[config.mk]
export PLATFORM = sky130hd
export DESIGN_NAME = lsu_bus_if
export DESIGN_NICKNAME = d
export VERILOG_FILES = /design/src/rtl/lsu_pkg.sv /design/src/rtl/lsu_align.sv /design/src/rtl/lsu_bus_if.sv
export SDC_FILE = /design/constraint.sdc
export NUM_CORES = 1
export LEC_CHECK = 0
export ABC_AREA = 0
export CELL_PAD_IN_SITES_DETAIL_PLACEMENT = 0
export CELL_PAD_IN_SITES_GLOBAL_PLACEMENT = 2
export CORE_MARGIN = 3
export CORE_UTILIZATION = 30
export CTS_CLUSTER_SIZE = 16
export DETAILED_ROUTE_END_ITERATION = 12
export PLACE_DENSITY = 0.95
export SYNTH_ARGS = -nofsm -noshare
export SYNTH_HDL_FRONTEND = slang
export SYNTH_SLANG_ARGS = --single-unit
[constraint.sdc]
create_clock -name clk_i -period 4.55 [get_ports clk_i]
set_clock_uncertainty 0.15 [all_clocks]
set_input_delay 0.91 -clock clk_i [delete_from_list [all_inputs] [get_ports clk_i]]
set_output_delay 0.91 -clock clk_i [all_outputs]
set_load 0.02 [all_outputs]
[src/rtl/lsu_pkg.sv]
// Shared constants and types for the load/store bus interface.
package lsu_pkg;

    // RV32I load/store width and sign encodings
    localparam logic [2:0] F3_B  = 3'b000;
    localparam logic [2:0] F3_H  = 3'b001;
    localparam logic [2:0] F3_W  = 3'b010;
    localparam logic [2:0] F3_BU = 3'b100;
    localparam logic [2:0] F3_HU = 3'b101;

    // Width of the timeout counter; TIMEOUT_CYC must fit in it
    localparam int TO_W = 8;

    typedef enum logic [1:0] {
        S_IDLE = 2'd0,
        S_REQ  = 2'd1,
        S_WAIT = 2'd2,
        S_DONE = 2'd3
    } lsu_state_e;

endpackage

[src/rtl/lsu_align.sv]
// Byte-lane steering: byte enables, store replication, load extraction
// and extension, plus the misalign and illegal-encoding classification.
module lsu_align
    import lsu_pkg::*;
(
    input  logic [2:0]  funct3,
    input  logic [1:0]  addr_lo,
    input  logic        we,
    input  logic [31:0] wdata,
    input  logic [31:0] rdata,
    output logic [3:0]  be,
    output logic [31:0] wdata_lanes,
    output logic [31:0] rdata_ext,
    output logic        misalign,
    output logic        illegal
);

    logic [7:0]  rbytes [4];
    logic [7:0]  byte_sel;
    logic [15:0] half_sel;

    genvar gi;
    generate
        for (gi = 0; gi < 4; gi++) begin : g_lane
            assign rbytes[gi] = rdata[8*gi +: 8];
        end
    endgenerate

    assign byte_sel = rbytes[addr_lo];
    assign half_sel = addr_lo[1] ? rdata[31:16] : rdata[15:0];

    // Decode width: lane pattern, replication, alignment and extension
    always_comb begin
        be          = 4'b0000;
        wdata_lanes = wdata;
        rdata_ext   = rdata;
        misalign    = 1'b0;
        illegal     = 1'b0;
        case (funct3)
            F3_B: begin
                be          = 4'b0001 << addr_lo;
                wdata_lanes = {4{wdata[7:0]}};
                rdata_ext   = {{24{byte_sel[7]}}, byte_sel};
            end
            F3_BU: begin
                be          = 4'b0001 << addr_lo;
                wdata_lanes = {4{wdata[7:0]}};
                rdata_ext   = {24'h0, byte_sel};
            end
            F3_H: begin
                be          = addr_lo[1] ? 4'b1100 : 4'b0011;
                wdata_lanes = {2{wdata[15:0]}};
                rdata_ext   = {{16{half_sel[15]}}, half_sel};
                misalign    = addr_lo[0];
            end
            F3_HU: begin
                be          = addr_lo[1] ? 4'b1100 : 4'b0011;
                wdata_lanes = {2{wdata[15:0]}};
                rdata_ext   = {16'h0, half_sel};
                misalign    = addr_lo[0];
            end
            F3_W: begin
                be       = 4'b1111;
                misalign = |addr_lo;
            end
            default: illegal = 1'b1;
        endcase
        // Unsigned variants exist only for loads
        if (we && funct3[2]) begin
            illegal = 1'b1;
        end
    end

endmodule

[src/rtl/lsu_bus_if.sv]
// Multi-cycle load/store unit: accepts one core access, runs it over a
// req/gnt/rvalid data bus with a timeout, and pulses done_o on completion.
module lsu_bus_if
    import lsu_pkg::*;
#(
    parameter int TIMEOUT_CYC = 255,
    parameter int ADDR_W      = 32
) (
    input  logic              clk_i,
    input  logic              rst_ni,
    input  logic              req_i,
    input  logic              we_i,
    input  logic [2:0]        funct3_i,
    input  logic [ADDR_W-1:0] addr_i,
    input  logic [31:0]       wdata_i,
    output logic              busy_o,
    output logic              done_o,
    output logic [31:0]       rdata_o,
    output logic              misalign_o,
    output logic              err_o,
    output logic              mem_req_o,
    output logic              mem_we_o,
    output logic [ADDR_W-1:0] mem_addr_o,
    output logic [3:0]        mem_be_o,
    output logic [31:0]       mem_wdata_o,
    input  logic              mem_gnt_i,
    input  logic              mem_rvalid_i,
    input  logic [31:0]       mem_rdata_i
);

    lsu_state_e        state_reg, state_next;
    logic              we_reg;
    logic [2:0]        funct3_reg;
    logic [ADDR_W-1:0] addr_reg;
    logic [31:0]       wdata_reg;
    logic [TO_W-1:0]   cnt_reg;
    logic [31:0]       rdata_reg;
    logic              err_reg, err_next;
    logic              misalign_reg, misalign_next;

    logic              in_idle, in_req;
    logic              timeout;
    logic [3:0]        al_be;
    logic [31:0]       al_wdata, al_rdata;
    logic              al_misalign, al_illegal;

    assign in_idle = (state_reg == S_IDLE);
    assign in_req  = (state_reg == S_REQ);
    // Counter holds the number of cycles already spent, so the limit is hit
    // in the TIMEOUT_CYC-th busy cycle.
    assign timeout = (cnt_reg == TO_W'(TIMEOUT_CYC - 1));

    // In IDLE the incoming access is classified; afterwards the latched
    // access drives the bus lanes and load extension.
    lsu_align u_align (
        .funct3      (in_idle ? funct3_i    : funct3_reg),
        .addr_lo     (in_idle ? addr_i[1:0] : addr_reg[1:0]),
        .we          (in_idle ? we_i        : we_reg),
        .wdata       (wdata_reg),
        .rdata       (mem_rdata_i),
        .be          (al_be),
        .wdata_lanes (al_wdata),
        .rdata_ext   (al_rdata),
        .misalign    (al_misalign),
        .illegal     (al_illegal)
    );

    // Next-state and completion-flag logic
    always_comb begin
        state_next    = state_reg;
        err_next      = err_reg;
        misalign_next = misalign_reg;
        case (state_reg)
            S_IDLE: begin
                if (req_i) begin
                    err_next      = al_illegal;
                    misalign_next = !al_illegal && al_misalign;
                    state_next    = (al_illegal || al_misalign) ? S_DONE : S_REQ;
                end
            end
            S_REQ: begin
                // A grant wins over a simultaneous timeout: the bus has
                // already accepted the transfer.
                if (mem_gnt_i) begin
                    state_next = we_reg ? S_DONE : S_WAIT;
                end else if (timeout) begin
                    err_next   = 1'b1;
                    state_next = S_DONE;
                end
            end
            S_WAIT: begin
                if (mem_rvalid_i) begin
                    state_next = S_DONE;
                end else if (timeout) begin
                    err_next   = 1'b1;
                    state_next = S_DONE;
                end
            end
            default: state_next = S_IDLE;
        endcase
    end

    // State, latched access, timeout counter and result registers
    always_ff @(posedge clk_i or negedge rst_ni) begin
        if (!rst_ni) begin
            state_reg    <= S_IDLE;
            we_reg       <= 1'b0;
            funct3_reg   <= 3'b000;
            addr_reg     <= '0;
            wdata_reg    <= 32'h0;
            cnt_reg      <= '0;
            rdata_reg    <= 32'h0;
            err_reg      <= 1'b0;
            misalign_reg <= 1'b0;
        end else begin
            state_reg    <= state_next;
            err_reg      <= err_next;
            misalign_reg <= misalign_next;
            if (in_idle) begin
                cnt_reg <= '0;
                if (req_i) begin
                    we_reg     <= we_i;
                    funct3_reg <= funct3_i;
                    addr_reg   <= addr_i;
                    wdata_reg  <= wdata_i;
                end
            end else if (state_reg != S_DONE) begin
                cnt_reg <= cnt_reg + TO_W'(1);
            end
            if (state_reg == S_WAIT && mem_rvalid_i) begin
                rdata_reg <= al_rdata;
            end
        end
    end

    assign busy_o      = !in_idle;
    assign done_o      = (state_reg == S_DONE);
    assign err_o       = done_o && err_reg;
    assign misalign_o  = done_o && misalign_reg;
    assign rdata_o     = rdata_reg;
    assign mem_req_o   = in_req;
    assign mem_we_o    = in_req && we_reg;
    assign mem_addr_o  = in_req ? {addr_reg[ADDR_W-1:2], 2'b00} : '0;
    assign mem_be_o    = in_req ? al_be : 4'b0000;
    assign mem_wdata_o = in_req ? al_wdata : 32'h0;

endmodule

==> run_results.csv, run 1 <==
group,metric,value,unit
route,routedWlPerCell,18.54,um
clock_network,ctsRootBufferMaster,"clkbuf_16",
critical_path,timing_worst_setup_path_type,"reg -> out",
timing,fmax,240.6,MHz
critical_path,r2r-end,"rdata_o[18]$_DFFE_PN0P_",
grt,grt_max_degree,72,
grt,grt_pass1_vias,5499,
yosys,async_flop_share,1.000,
yosys,synth_cells,611,
grt,antenna_found_initial,0,
clock_network,cts_tree,"built",
placed_design,dp_hpwl,14460,um
timing,rsz0062_at_grt,"false",
power_and_ir_drop,vdd_drop_max,0.3137,mV
route,vias,5381,
timing,slew_headroom,0.3468,
yosys,ys_types,54,
clock_network,clock_sinks,112,
critical_path,max_stage_delay,0.68,ns
route,drtIter0Drc,254,
yosys,muxShareOfSynthArea,0.1792,
final_layout,antenna-diode-count,0,
timing,min_period,4.157,ns
yosys,syn-mean-instance-area,10.09,um^2
power_and_ir_drop,p_comb_frac,0.594,
yosys,synth_xor_area_frac,0.001420,
critical_path,r2r_cells,6,
route,drt_wl_total,19850,um
critical_path,critical_path_arrival,3.10,ns
critical_path,path_delay_family,"buffers and inverters",
worst_hold_path,min_path_cells,1,
clock_network,postCtsSetupRepairBufs,0,
clock_network,cts-resized-gates,0,
floorplanning,die_width,149.4,um
floorplanning,die_h,149.4,um
clock_network,htreeDepth,3,
yosys,yosysWarnings,0,
final_layout,fin_cells,1071,
critical_path,worstPathCellList,"inv_1 > ha_2 > mux2i_4 > buf_4 > nor2_1 > a311oi_1 > clkdlybuf4s50_1",
timing,tns,0,ns
final_layout,area_delta_synth_final,42.74,%
clock_network,cts_hold_buf,0,
critical_path,rr_startpoint,"state_reg[1]$_DFFE_PN0N_",
power_and_ir_drop,power_frac_clock,0.118,
final_layout,final_core_util,0.4435,
final_layout,fillers,1899,
timing,finalMaxSlewViolations,0,
critical_path,startpoint,"state_reg[1]$_DFFE_PN0N_",
clock_network,path_clk_slew,0.08,ns
flow_run,drv_cap,0,
power_and_ir_drop,switching_share,0.4307,
placed_design,dpl.cell_count,1055,
floorplanning,start_util,0.3107,
timing,layout_worst_path_cycle_share,0.9136,
grt,grt_pass1_wl,31650,um
power_and_ir_drop,p_sw,2.766,mW
critical_path,worstPathMaxFanout,26,
yosys,ys_seq_elements,112,
floorplanning,core-area,19850,um^2
yosys,ys_seq_area_frac,0.4545,
yosys,synth_fa_ha_area_frac,0.01420,
yosys,synth_top_family_by_area,"multiplexers",
timing,hold_viol_final,0,
placed_design,io_buffers,208,
clock_network,clk_latency,0.36,ns
yosys,synth_compound_area_frac,0.1457,
critical_path,cp_num_buf_inv,3,
run_status,status,"completed",
critical_path,crit_path_top_delay_cell,"clkdlybuf4s50_1",
worst_hold_path,hold_path.class,"reg -> reg",
critical_path,reg2reg_slack,1.45,ns
yosys,synth_edf_count,0,
worst_hold_path,min-delay-start,"addr_reg[17]$_DFFE_PN0P_",
timing,tightest_slew,0.9797,ns
power_and_ir_drop,power.density,729.9,nW/um^2
critical_path,worst_setup_path_end_kind,"output port",
power_and_ir_drop,internal_power,3.657,mW
final_layout,drive_gt1_frac,0.1476,
route,ant_nets,0,
worst_hold_path,hold_end,"addr_reg[17]$_DFFE_PN0P_",
timing,finalSetupViolations,0,
yosys,synth-simple-area-share,0.1599,
final_layout,nets,913,
power_and_ir_drop,leakagePower,3.505,nW
floorplanning,pin_count,211,
route,drcViolationCount,0,
critical_path,startpoint_type,"flop",
yosys,yosys_most_used_dff,"dfrtp_1",
power_and_ir_drop,pwr-share-seq,0.287,
placed_design,gp_congestion,0.8199,
power_and_ir_drop,power.total,6.424,mW
critical_path,required,3.49,ns
route,drt_pre_antenna_iters,4,
clock_network,cts_inserted_buffers,9,
floorplanning,rows,51,
clock_network,clock_path_buffers,2,
yosys,syn-cell-area,6166,um^2
grt,overflow,0,
floorplanning,dieArea,22310,um^2
route,via_per_inst,5.024,
grt,gr-usage-all-layers,0.1805,
-- routing by layer --
metal / vias to the layer above / track usage / share of wire
li1: 2567 / - / -
met3: 21 / 0.05864 / 0.076
met1: 2622 / 0.2442 / 0.44
met5: - / 0 / 0
met2: 171 / 0.2812 / 0.47
met4: 0 / 0.04394 / 0.012
-- stage by stage --
| stage | worst slack [ns] | cell area, um^2 | hold WS, ns |
|---|---|---|---|
| 2_1_floorplan | 1.106 | 6170 | 0.2909 |
| 3_3_place_gp | 0.5042 | 8527 | 0.3299 |
| 3_5_place_dp | 0.4581 | 8527 | 0.3352 |
| 4_1_cts | 0.3561 | 8801 | 0.3545 |
| 5_1_grt | 0.2263 | 8801 | 0.3650 |
| 6_report | 0.3931 | 8801 | 0.3505 |
-- cell type report --
type                    count  area [um^2]  area share
clock buffers              10        229.0     0.02602
clock inverters             6        45.04    0.005118
inverters                  13        48.80    0.005544
multi-input cells         442         3127      0.3553
flip-flops and latches    112         2803      0.3185
well taps                 265        331.6     0.03767
repair buffers            223         2217      0.2519
-- synthesized netlist by cell type (11+ instances only) --
cell,n,area [um^2]
inv_1,12,45.04
buf_2,12,60.06
a21oi_1,50,250.2
clkbuf_1,23,86.33
o22ai_1,16,100.1
nand2_1,46,172.7
nor2_1,52,195.2
mux2_2,75,844.6
nand3_1,11,55.05
and2_1,42,262.8
o21ai_0,15,75.07
dfrtp_1,112,2803
mux2i_1,21,210.2
-- how the worst max path moves through the flow --
stage                 endpoint  slack [ns]  cells past startpoint
2_1_floorplan  mem_wdata_o[28]        1.11                      5
3_3_place_gp       mem_be_o[1]        0.50                      6
3_5_place_dp   mem_wdata_o[15]        0.46                      7
4_1_cts        mem_wdata_o[26]        0.36                      7
5_1_grt        mem_wdata_o[28]        0.23                      7
6_report       mem_wdata_o[26]        0.39                      7
-- logic make-up after synthesis --
logic type,Yosys count
simple gates,196
compound gates,137
flops,112
mux,99
buf+inv,58
fa+ha+maj,7
other cells,1
xor+xnor,1
-- cells in the final DEF (no fill, tap or decap), drive strengths merged, types with 11 or more instances in the layout --
cell type,Yosys,final
mux2i,23,23
nor2,52,52
buf,22,16
nand2,46,46
mux2,75,75
a21oi,50,50
nand3,11,11
o21ai,18,18
inv,13,14
o22ai,16,16
clkdlybuf4s50,0,207
dfrtp,112,112
and2,43,43
-- power groups by stage --
stage                     clock (mW)  sequential [mW]  combinational, mW
after global placement             0             1.86               3.82
after floorplan                    0             1.90               2.21
final                          0.760             1.85               3.82
after global routing           0.834             1.92               4.14
after detailed placement           0             1.86               3.84
after CTS                      0.794             1.85               3.86
(Power assumes the default switching activity.)
==> run 2, diff against run 1 <==
--- a/config.mk
+++ b/config.mk
@@ -8,11 +8,12 @@
 export ABC_AREA = 0
 export CELL_PAD_IN_SITES_DETAIL_PLACEMENT = 0
 export CELL_PAD_IN_SITES_GLOBAL_PLACEMENT = 2
+export CORE_ASPECT_RATIO = 1.25
 export CORE_MARGIN = 3
 export CORE_UTILIZATION = 30
 export CTS_CLUSTER_SIZE = 16
 export DETAILED_ROUTE_END_ITERATION = 12
-export PLACE_DENSITY = 0.95
+export PLACE_DENSITY_LB_ADDON = 0.1
 export SYNTH_ARGS = -nofsm -noshare
 export SYNTH_HDL_FRONTEND = slang
 export SYNTH_SLANG_ARGS = --single-unit
==> run_results.csv, run 2 (same netlist as run 1, synthesis figures left out) <==
group,metric,value,unit
clock_network,clock_sinks,112,
critical_path,worst_setup_path_end_kind,"output port",
route,ant_nets,0,
critical_path,worstPathMaxFanout,20,
timing,tns,0,ns
placed_design,dp_hpwl,15100,um
clock_network,ctsRootBufferMaster,"clkbuf_16",
route,drtIter0Drc,261,
clock_network,postCtsSetupRepairBufs,0,
route,vias,5403,
flow_run,drv_cap,0,
timing,min_period,4.226,ns
timing,finalMaxSlewViolations,0,
route,drt_wl_total,20410,um
power_and_ir_drop,switching_share,0.4235,
clock_network,cts_tree,"built",
power_and_ir_drop,pwr-share-seq,0.281,
critical_path,required,3.49,ns
final_layout,drive_gt1_frac,0.1520,
route,drt_pre_antenna_iters,5,
floorplanning,dieArea,22320,um^2
floorplanning,rows,58,
placed_design,io_buffers,208,
clock_network,path_clk_slew,0.08,ns
final_layout,layout_commonest_cell,"clkdlybuf4s50_1",
timing,layout_worst_path_cycle_share,0.9288,
grt,grt_max_degree,72,
floorplanning,start_util,0.3056,
clock_network,cts-resized-gates,0,
placed_design,dpl_cell_area,8528,um^2
timing,fmax,236.6,MHz
grt,antenna_found_initial,0,
route,via_per_inst,5.007,
power_and_ir_drop,p_sw,2.777,mW
floorplanning,pin_count,211,
critical_path,critical_path_arrival,3.17,ns
clock_network,cts_inserted_buffers,9,
clock_network,cts_hold_buf,0,
power_and_ir_drop,leakagePower,3.551,nW
critical_path,startpoint_type,"flop",
final_layout,nets,916,
grt,grt_pass1_vias,5635,
timing,finalSetupViolations,0,
power_and_ir_drop,power.density,739.8,nW/um^2
final_layout,antenna-diode-count,0,
timing,rsz0062_at_grt,"false",
clock_network,clk_latency,0.35,ns
critical_path,timing_worst_setup_path_type,"reg -> out",
route,routedWlPerCell,18.91,um
run_status,status,"completed",
final_layout,area_delta_synth_final,43.77,%
floorplanning,die_width,134.2,um
floorplanning,die_h,166.3,um
grt,gr-usage-all-layers,0.1818,
worst_hold_path,hold_path.class,"reg -> reg",
power_and_ir_drop,p_comb_frac,0.581,
power_and_ir_drop,vdd_drop_max,0.3268,mV
power_and_ir_drop,internal_power,3.780,mW
clock_network,htreeDepth,3,
grt,grt_pass1_wl,31990,um
timing,hold_slack,0.3338,ns
grt,overflow,0,
placed_design,dp_slack,0.4532,ns
floorplanning,core-area,20170,um^2
timing,slew_headroom,0.3483,
final_layout,most-common-layout-cells,"clkdlybuf4s50_1, dfrtp_1, mux2_2",
final_layout,fin_area,8865,um^2
timing,hold_viol_final,0,
route,drcViolationCount,0,
timing,tightest_slew,0.9775,ns
clock_network,clock_path_buffers,2,
final_layout,final_core_util,0.4394,
power_and_ir_drop,power_frac_clock,0.138,
timing,fin_ws,0.3239,ns
placed_design,gp_congestion,0.8487,
-- run 2: metrics by stage --
stage | power [mW] | cells
6_report | 6.558 | 1079
3_3_place_gp | 5.671 | 1063
4_1_cts | 6.650 | 1079
2_1_floorplan | 4.116 | 612
5_1_grt | 7.006 | 1079
3_5_place_dp | 5.710 | 1063
-- run 2: power groups by stage --
stage                     logic, mW  clock network, mW  registers (mW)
final                          3.81              0.904            1.84
after global routing           4.13              0.958            1.92
after CTS                      3.86              0.934            1.85
after detailed placement       3.84                  0            1.87
after global placement         3.81                  0            1.86
after floorplan                2.21                  0            1.90
-- run 2: critical path, cell delays in order (launching register included) --
cell and delay (ns):
dfrtp_1 0.45, inv_1 0.11, ha_2 0.41, buf_4 0.32
mux2_2 0.48, o31a_1 0.28, nor2_1 0.13, clkdlybuf4s50_1 0.63
-- run 2: path summary, 6_finish.rpt --
| check | cells past startpoint | to | slack, ns | start |
|---|---|---|---|---|
| setup / recovery | 7 | mem_be_o[1] | 0.32 | state_reg[1]$_DFFE_PN0N_ |
| hold / removal | 2 | misalign_reg$_DFFE_PN0P_ | 0.33 | misalign_reg$_DFFE_PN0P_ |
| setup reg to reg | 7 | rdata_o[7]$_DFFE_PN0P_ | 1.51 | state_reg[1]$_DFFE_PN0N_ |
| hold reg to reg | 2 | misalign_reg$_DFFE_PN0P_ | 0.33 | misalign_reg$_DFFE_PN0P_ |
| max in group asynchronous | 2 | addr_reg[29]$_DFFE_PN0P_ | 2.95 | rst_ni |
| min in group asynchronous | 1 | addr_reg[2]$_DFFE_PN0P_ | 0.38 | rst_ni |
-- run 2: cell type report --
| class | instances | area (um^2) |
|---|---|---|
| multi-input combinational | 442 | 3127 |
| clock inverter | 7 | 108.9 |
| clock buffer | 9 | 225.2 |
| tap | 270 | 337.8 |
| timing repair buffer | 226 | 2215 |
| fill | 1970 | 11310 |
| inverter | 13 | 48.80 |
| sequential | 112 | 2803 |
-- run 2: layer usage --
layer	wire (um)	global-route usage	up-vias	share of wire
met3	1248	0.04212	23	0.061
met1	8562	0.2323	2643	0.42
met2	10220	0.3057	165	0.50
li1	-	-	2572	-
met4	376	0.05536	0	0.018
met5	0	0	-	0
==> run 3, diff against run 2 <==
--- a/config.mk
+++ b/config.mk
@@ -14,6 +14,7 @@
 export CTS_CLUSTER_SIZE = 16
 export DETAILED_ROUTE_END_ITERATION = 12
 export PLACE_DENSITY_LB_ADDON = 0.1
+export RECOVER_POWER = 100
 export SYNTH_ARGS = -nofsm -noshare
 export SYNTH_HDL_FRONTEND = slang
 export SYNTH_SLANG_ARGS = --single-unit
==> run_results.csv, run 3 (same netlist as run 1, synthesis figures left out) <==
group,metric,value,unit
power_and_ir_drop,leakagePower,3.706,nW
critical_path,critical_path_arrival,3.20,ns
clock_network,clock_path_buffers,2,
route,topRoutingLayerUsed,"met4",
grt,overflow,0,
critical_path,startpoint_type,"flop",
route,wl_met1,8363,um
floorplanning,core-area,20170,um^2
final_layout,area_delta_synth_final,43.32,%
run_status,violations,"max-capacitance violations, max-slew violations",
clock_network,clock_sinks,112,
power_and_ir_drop,vdd_drop_max,0.3057,mV
timing,fin_ws,0.2888,ns
route,ant_nets,0,
route,drt_pre_antenna_iters,4,
power_and_ir_drop,power.density,721.9,nW/um^2
grt,antenna_found_initial,0,
run_status,status,"finished with violations",
grt,grt_pass1_wl,31990,um
final_layout,layout_commonest_cell,"dfrtp_1",
clock_network,cts_tree,"built",
floorplanning,rows,58,
placed_design,io_buffers,208,
floorplanning,die_h,166.3,um
grt,gr-usage-all-layers,0.1818,
timing,fmax,234.7,MHz
floorplanning,start_util,0.3056,
route,drcViolationCount,0,
final_layout,final_core_util,0.4380,
clock_network,path_clk_slew,0.08,ns
critical_path,cp_num_buf_inv,3,
route,via_per_inst,5.042,
final_layout,drive_gt1_frac,0.1471,
critical_path,worst_setup_path_end_kind,"output port",
route,vias,5440,
final_layout,antenna-diode-count,0,
timing,finalMaxSlewViolations,150,
clock_network,clk_latency,0.35,ns
critical_path,crit_path_top_delay_cell,"dlygate4sd3_1",
route,drtIter0Drc,313,
timing,tightest_slew,2.354,ns
critical_path,max_stage_delay,0.70,ns
critical_path,worstPathCellList,"inv_1 > ha_2 > buf_4 > mux2_2 > o31a_1 > nor2_1 > dlygate4sd3_1",
floorplanning,dieArea,22320,um^2
clock_network,htreeDepth,3,
timing,slew_headroom,-0.5695,
clock_network,ctsRootBufferMaster,"clkbuf_16",
route,wl_met2,10290,um
route,route.met3.wl,1378,um
clock_network,postCtsSetupRepairBufs,0,
critical_path,path_delay_family,"buffers and inverters",
route,routedWlPerCell,18.92,um
route,drt_wl_total,20420,um
clock_network,cts_inserted_buffers,9,
timing,min_period,4.261,ns
grt,grt_pass1_vias,5635,
placed_design,gp_congestion,0.8487,
timing,hold_viol_final,0,
critical_path,required,3.49,ns
placed_design,dp_hpwl,15100,um
floorplanning,pin_count,211,
timing,finalSetupViolations,0,
critical_path,worstPathMaxFanout,20,
timing,rsz0062_at_grt,"false",
timing,tns,0,ns
timing,hold_slack,0.3340,ns
floorplanning,die_width,134.2,um
flow_run,drv_cap,3,
placed_design,dp_slack,0.4532,ns
final_layout,most-common-layout-cells,"dfrtp_1, clkdlybuf4s50_1, dlygate4sd3_1",
final_layout,nets,916,
critical_path,timing_worst_setup_path_type,"reg -> out",
grt,grt_max_degree,72,
timing,layout_worst_path_cycle_share,0.9365,
worst_hold_path,hold_path.class,"reg -> reg",
## run 3: report_power, final
group | internal [mW] | switching, mW
clock | 0.497 | 0.406
sequential | 1.48 | 0.354
combinational | 1.64 | 2.00
## run 3: path summary, 6_finish.rpt
| check | end | slack, ns | from | cells after the start |
|---|---|---|---|---|
| hold / removal | misalign_reg$_DFFE_PN0P_ | 0.33 | misalign_reg$_DFFE_PN0P_ | 2 |
| hold reg to reg | misalign_reg$_DFFE_PN0P_ | 0.33 | misalign_reg$_DFFE_PN0P_ | 2 |
| min in group asynchronous | addr_reg[2]$_DFFE_PN0P_ | 1.10 | rst_ni | 1 |
| setup reg to reg | wdata_reg[19]$_DFFE_PN0P_ | 0.70 | state_reg[1]$_DFFE_PN0N_ | 6 |
| setup / recovery | mem_be_o[1] | 0.29 | state_reg[1]$_DFFE_PN0N_ | 7 |
| max in group asynchronous | wdata_reg[29]$_DFFE_PN0P_ | 1.20 | rst_ni | 2 |
## run 3: area by class of cell
class	instances	area [um^2]
Sequential cell	112	2803
Multi-Input combinational cell	442	3122
Inverter	13	48.80
Fill cell	1976	11340
Clock inverter	7	108.9
Tap cell	270	337.8
Clock buffer	9	225.2
Timing Repair Buffer	226	2192
## run 3: through the flow
step           cells  total power [mW]  cell area [um^2]
2_1_floorplan    612             4.116              6170
3_3_place_gp    1063             5.671              8528
3_5_place_dp    1063             5.710              8528
5_1_grt         1079             6.829              8837
4_1_cts         1079             6.650              8862
6_report        1079             6.380              8837
## run 3: layer usage
metal  GRT usage  up-vias
li1            -     2575
met1      0.2323     2656
met2      0.3057      184
met3     0.04212       25
met4     0.05536        0
met5           0        -
## run 3: what timing repair did
action	in CTS	in global routing
hold buffers	0	0
endpoints found under the setup margin	0	1
resized for setup	0	1
## run 3: tightest hold or removal path, cell delays in order (launching register included)
cell     delay, ns
dfrtp_1       0.34
nand2_1       0.05
o31ai_1       0.06
